### src/rtl/decode_stage.sv
// Decode stage of the multi-cycle MIPS core: accepts an instruction from fetch, reads the
// register file, and hands an operand/control bundle to execute.
module decode_stage #(
    parameter int unsigned TIMEOUT = 15,
    parameter int unsigned TW      = 4
) (
    input  logic        clk,
    input  logic        rst,
    input  logic        in_valid,
    output logic        in_ready,
    input  logic [31:0] instr,
    input  logic [31:0] pc_in,
    output logic        rf_en,
    output logic [4:0]  rf_read_reg1,
    output logic [4:0]  rf_read_reg2,
    input  logic [31:0] rf_read_data1,
    input  logic [31:0] rf_read_data2,
    input  logic        rf_done,
    output logic        out_valid,
    input  logic        out_ready,
    output logic [31:0] op_a,
    output logic [31:0] op_b,
    output logic [31:0] imm_ext,
    output logic [4:0]  dest_reg,
    output logic [5:0]  funct,
    output logic [4:0]  shamt,
    output logic [7:0]  ctrl,
    output logic [31:0] pc_plus4,
    output logic [31:0] branch_target,
    output logic [31:0] jump_target,
    output logic        illegal,
    output logic        rf_timeout
);

    localparam logic [1:0] StIdle = 2'd0;
    localparam logic [1:0] StReq  = 2'd1;
    localparam logic [1:0] StWait = 2'd2;
    localparam logic [1:0] StOut  = 2'd3;

    logic [1:0]    state_q, state_d;
    logic [TW-1:0] cnt_q, cnt_d;
    logic [TW-1:0] cnt_next;
    logic [4:0]    rs_q, rs_d;
    logic [4:0]    rt_q, rt_d;
    logic [4:0]    shamt_q, shamt_d;
    logic [5:0]    funct_q, funct_d;
    logic [4:0]    dest_q, dest_d;
    logic [7:0]    ctrl_q, ctrl_d;
    logic          illegal_q, illegal_d;
    logic          timeout_q, timeout_d;
    logic [31:0]   op_a_q, op_a_d;
    logic [31:0]   op_b_q, op_b_d;
    logic [31:0]   imm_q, imm_d;
    logic [31:0]   pc4_q, pc4_d;
    logic [31:0]   bt_q, bt_d;
    logic [31:0]   jt_q, jt_d;

    // Decode of the incoming word; only registered on accept.
    logic [7:0]  dec_ctrl;
    logic [4:0]  dec_dest;
    logic        dec_illegal;
    logic [31:0] dec_imm;
    logic [31:0] dec_pc4;

    always_comb begin
        dec_ctrl    = 8'b0;
        dec_dest    = 5'd0;
        dec_illegal = 1'b0;
        case (instr[31:26])
            6'h00: begin
                dec_ctrl = 8'b1000_0010;
                dec_dest = instr[15:11];
            end
            6'h08: begin
                dec_ctrl = 8'b1001_0000;
                dec_dest = instr[20:16];
            end
            6'h23: begin
                dec_ctrl = 8'b1101_0000;
                dec_dest = instr[20:16];
            end
            6'h2B:   dec_ctrl = 8'b0011_0000;
            6'h04:   dec_ctrl = 8'b0000_1001;
            6'h02:   dec_ctrl = 8'b0000_0100;
            default: dec_illegal = 1'b1;
        endcase
        // Writes to $0 are architectural no-ops, so drop reg_write.
        if (dec_dest == 5'd0) begin
            dec_ctrl[7] = 1'b0;
        end
        dec_imm = {{16{instr[15]}}, instr[15:0]};
        dec_pc4 = pc_in + 32'd4;
    end

    assign cnt_next = cnt_q + 1'b1;

    always_comb begin
        state_d   = state_q;
        cnt_d     = cnt_q;
        rs_d      = rs_q;
        rt_d      = rt_q;
        shamt_d   = shamt_q;
        funct_d   = funct_q;
        dest_d    = dest_q;
        ctrl_d    = ctrl_q;
        illegal_d = illegal_q;
        timeout_d = timeout_q;
        op_a_d    = op_a_q;
        op_b_d    = op_b_q;
        imm_d     = imm_q;
        pc4_d     = pc4_q;
        bt_d      = bt_q;
        jt_d      = jt_q;
        case (state_q)
            StIdle: begin
                if (in_valid) begin
                    state_d   = StReq;
                    rs_d      = instr[25:21];
                    rt_d      = instr[20:16];
                    shamt_d   = instr[10:6];
                    funct_d   = instr[5:0];
                    dest_d    = dec_dest;
                    ctrl_d    = dec_ctrl;
                    illegal_d = dec_illegal;
                    imm_d     = dec_imm;
                    pc4_d     = dec_pc4;
                    bt_d      = dec_pc4 + {dec_imm[29:0], 2'b00};
                    jt_d      = {dec_pc4[31:28], instr[25:0], 2'b00};
                end
            end
            StReq: begin
                state_d = StWait;
                cnt_d   = '0;
            end
            StWait: begin
                cnt_d = cnt_next;
                if (rf_done) begin
                    state_d   = StOut;
                    op_a_d    = rf_read_data1;
                    op_b_d    = rf_read_data2;
                    timeout_d = 1'b0;
                end else if (cnt_next == TW'(TIMEOUT)) begin
                    state_d   = StOut;
                    op_a_d    = 32'd0;
                    op_b_d    = 32'd0;
                    timeout_d = 1'b1;
                end
            end
            default: begin
                if (out_ready) begin
                    state_d = StIdle;
                end
            end
        endcase
    end

    always_ff @(posedge clk or posedge rst) begin
        if (rst) begin
            state_q   <= StIdle;
            cnt_q     <= '0;
            rs_q      <= 5'd0;
            rt_q      <= 5'd0;
            shamt_q   <= 5'd0;
            funct_q   <= 6'd0;
            dest_q    <= 5'd0;
            ctrl_q    <= 8'd0;
            illegal_q <= 1'b0;
            timeout_q <= 1'b0;
            op_a_q    <= 32'd0;
            op_b_q    <= 32'd0;
            imm_q     <= 32'd0;
            pc4_q     <= 32'd0;
            bt_q      <= 32'd0;
            jt_q      <= 32'd0;
        end else begin
            state_q   <= state_d;
            cnt_q     <= cnt_d;
            rs_q      <= rs_d;
            rt_q      <= rt_d;
            shamt_q   <= shamt_d;
            funct_q   <= funct_d;
            dest_q    <= dest_d;
            ctrl_q    <= ctrl_d;
            illegal_q <= illegal_d;
            timeout_q <= timeout_d;
            op_a_q    <= op_a_d;
            op_b_q    <= op_b_d;
            imm_q     <= imm_d;
            pc4_q     <= pc4_d;
            bt_q      <= bt_d;
            jt_q      <= jt_d;
        end
    end

    // Handshake outputs decode straight from state so reset clears them asynchronously.
    assign in_ready      = (state_q == StIdle);
    assign rf_en         = (state_q == StReq);
    assign out_valid     = (state_q == StOut);
    assign rf_read_reg1  = rs_q;
    assign rf_read_reg2  = rt_q;
    assign op_a          = op_a_q;
    assign op_b          = op_b_q;
    assign imm_ext       = imm_q;
    assign dest_reg      = dest_q;
    assign funct         = funct_q;
    assign shamt         = shamt_q;
    assign ctrl          = ctrl_q;
    assign pc_plus4      = pc4_q;
    assign branch_target = bt_q;
    assign jump_target   = jt_q;
    assign illegal       = illegal_q;
    assign rf_timeout    = timeout_q;

endmodule

### config.mk
export PLATFORM = sky130hd
export DESIGN_NAME = decode_stage
export DESIGN_NICKNAME = d
export VERILOG_FILES = /design/src/rtl/decode_stage.sv
export SDC_FILE = /design/constraint.sdc
export NUM_CORES = 1
export LEC_CHECK = 0
export CELL_PAD_IN_SITES_DETAIL_PLACEMENT = 1
export CELL_PAD_IN_SITES_GLOBAL_PLACEMENT = 2
export CORE_MARGIN = 3
export CORE_UTILIZATION = 23
export CTS_CLUSTER_DIAMETER = 200
export CTS_CLUSTER_SIZE = 16
export DETAILED_ROUTE_END_ITERATION = 8
export GPL_ROUTABILITY_DRIVEN = 0
export PLACE_DENSITY = 0.8
export SLEW_MARGIN = 20
export SYNTH_ARGS = -nofsm -noshare
export SYNTH_HDL_FRONTEND = slang
export SYNTH_SLANG_ARGS = --single-unit
### constraint.sdc
create_clock -name clk -period 4.95 [get_ports clk]
set_clock_uncertainty 0.1 [all_clocks]
set_input_delay 0.495 -clock clk [delete_from_list [all_inputs] [get_ports clk]]
set_output_delay 0.495 -clock clk [all_outputs]
set_load 0.01 [all_outputs]
==> out/metrics.cfg <==
[global_routing]
grt_pass1_vias = 8628
overflow = 0
grt_max_degree = 173
antenna_found_initial = 3
track_usage = 0.158
grt_pass1_wl_um = 51800

[setup_path]
cp.arrival_ns = 4.28
critPathKind = input port to register
cp-start-kind = input port
crit_fanout = 7
reg2reg_slack_ns = 2.26
cp-end-kind = register
cp.required_ns = 5.23

[route]
drtAntennaViolNets = 0
wl_um = 34800
drt_iter0_markers = 411
drc = 0
routed_via_density = 4.57
vias = 8177
wl_per_cell_um = 19.5
drt_pass1_iterations = 4

[synth]
synth_ff_type = dfrtp_1
synth_seq_cells = 172
synthTopCellsByArea = dfrtp_1 (46%), nand2_1 (8.8%), a22o_1 (7.1%)
async_flop_share = 1.00
ys_warn_count = 0
synth_area_sq_um = 9280
netlist_top_cells_count = nand2_1 (218), dfrtp_1 (172), a22o_1 (75), buf_4 (62), nor2_1 (50)
synth_edf_count = 0
syn_avg_cell_area_sq_um = 9.56
yosysMostFrequentCell = nand2_1
ys_seq_area_frac = 0.464
yosys.cell_types.count = 69
yosysTopAreaCell = dfrtp_1
yosysTopAreaCellShare = 0.464
synthCells = 971

[sta]
maxSlewHeadroom = 0.323
fin_crit_sh = 0.809
hold_viol = 0
maxClockFrequency_mhz = 250
worst_slew_pin_slew_ns = 1.02
fin_setup_tns_ns = 0
rsz0062_at_grt = no
min_period_ns = 4.01
slew_violations = 0
setup-violations-final = 0

[floorplan]
num_rows = 72
ios = 364
dieHeight_um = 207
die-width_um = 207
die-area_sq_um = 42800
fp.coreArea_sq_um = 39300
start_util = 0.236

[cells_and_area]
seqCellArea_sq_um = 4300
fin_cells = 1789
nets = 1428
drive_gt1_frac = 0.0544
fill_cells = 4526
area_delta_synth_final_pct = 46.2
utilization = 0.346
multi_input_area_sq_um = 4280

[placement]
place_hpwl_um = 26800
port_buffers = 361
dp_cells = 1754

[power_and_ir_drop]
switchingPower_mw = 2.79
p_leak_nw = 5.85
pwr_density_cell_nw_per_um2 = 553
ir_worst_vdd_mv = 0.318
internal_power_mw = 4.72
clockPowerShare = 0.176
switching_share = 0.371
combPwrFrac = 0.498
seqPwrFrac = 0.326

[cts]
post_cts_buffers = 0
cts_resized = 0
cts_hold_buf = 0
clk_latency_ns = 0.45
cts_made_buffers = 17
cts_sinks = 172
cts.path.max_buffers = 2
path_clk_slew_ns = 0.07
cts-root-buf = clkbuf_16
cts_tree = built
cts_max_level = 4

[run_status]
status = completed

[run]
cap_violations = 0

[worst_hold_path]
hold_path_class = register to register

-- power groups by stage --
stage	clock, mW	combinational (mW)	sequential [mW]
after CTS	1.37	3.82	2.46
after detailed placement	0	3.80	2.48
final	1.32	3.74	2.45
after floorplan	0	1.58	2.67
after global routing	1.43	4.06	2.53
after global placement	0	3.75	2.45
-- logic make-up (layout without fill, tap and decap cells) --
group	after synthesis	in the layout	share of synthesized area
AND/OR/NAND/NOR	350	350	0.168
multiplexers	9	9	0.0102
other	1	5	0.000404
adder cells (fa/ha/maj)	40	40	0.0547
AO/OA/AOI/OAI	222	222	0.179
XOR/XNOR	50	50	0.0472
flip-flops	172	172	0.464
buffers and inverters	127	423	0.0771
-- metrics by stage --
| stage | cell area, sq um | hold slack (ns) | power (mW) | setup WS [ns] |
|---|---|---|---|---|
| after global routing | 13600 | 0.405 | 8.02 | 0.656 |
| final | 13600 | 0.373 | 7.51 | 0.944 |
| after floorplan | 9290 | 0.401 | 4.25 | 1.53 |
| after detailed placement | 13000 | 0.361 | 6.28 | 0.469 |
| after global placement | 13000 | 0.357 | 6.19 | 0.651 |
| after CTS | 13600 | 0.378 | 7.65 | 0.984 |
-- cell type report --
class                           count  share of cell area
Multi-Input combinational cell    673               0.315
Timing Repair Buffer              369               0.272
Tap cell                          518              0.0478
Inverter                           22             0.00636
Clock inverter                     13             0.00811
Antenna cell                        3            0.000553
Sequential cell                   172               0.317
Clock buffer                       19              0.0334
-- per-layer routing --
layer,GRT usage,part of all wire
met1,0.198,0.42
met2,0.269,0.50
met3,0.0347,0.051
met4,0.0583,0.024
met5,0,0
-- worst paths after layout --
path                                        from                end  cells past startpoint
worst max register to register        state_q[0]        dest_reg[1]                      5
worst min-delay path            branch_target[2]   branch_target[2]                      2
min in group asynchronous                    rst    rf_read_reg2[3]                      3
max in group asynchronous                    rst  branch_target[18]                      3
worst min register to register  branch_target[2]   branch_target[2]                      2
worst max-delay path                    pc_in[2]  branch_target[29]                     15
-- layout by cell type (no fill, tap or decap), types with 12 or more instances in the layout --
cell	synthesis	layout
clkdlybuf4s50_1	0	361
nand2_1	218	217
dfrtp_1	172	172
a22o_1	75	75
nor2_1	50	50
ha_1	39	39
o21ai_0	36	36
a21oi_1	31	31
xnor2_1	30	30
inv_1	22	21
xor2_1	20	20
nand3_1	20	20
clkbuf_16	0	17
nand4_1	15	15
a21o_1	12	12
-- critical path, cell delays in order --
cell,delay [ns]
clkdlybuf4s50_1,0.56
ha_1,0.24
inv_1,0.13
nor4_4,0.35
nand2_2,0.18
nor2_1,0.16
xor2_1,0.24
ha_1,0.35
a21oi_1,0.23
o21bai_1,0.08
a21oi_1,0.30
o21ai_0,0.16
a221o_1,0.35
or3_1,0.35
nand3_1,0.09
(Power assumes the default switching activity.)
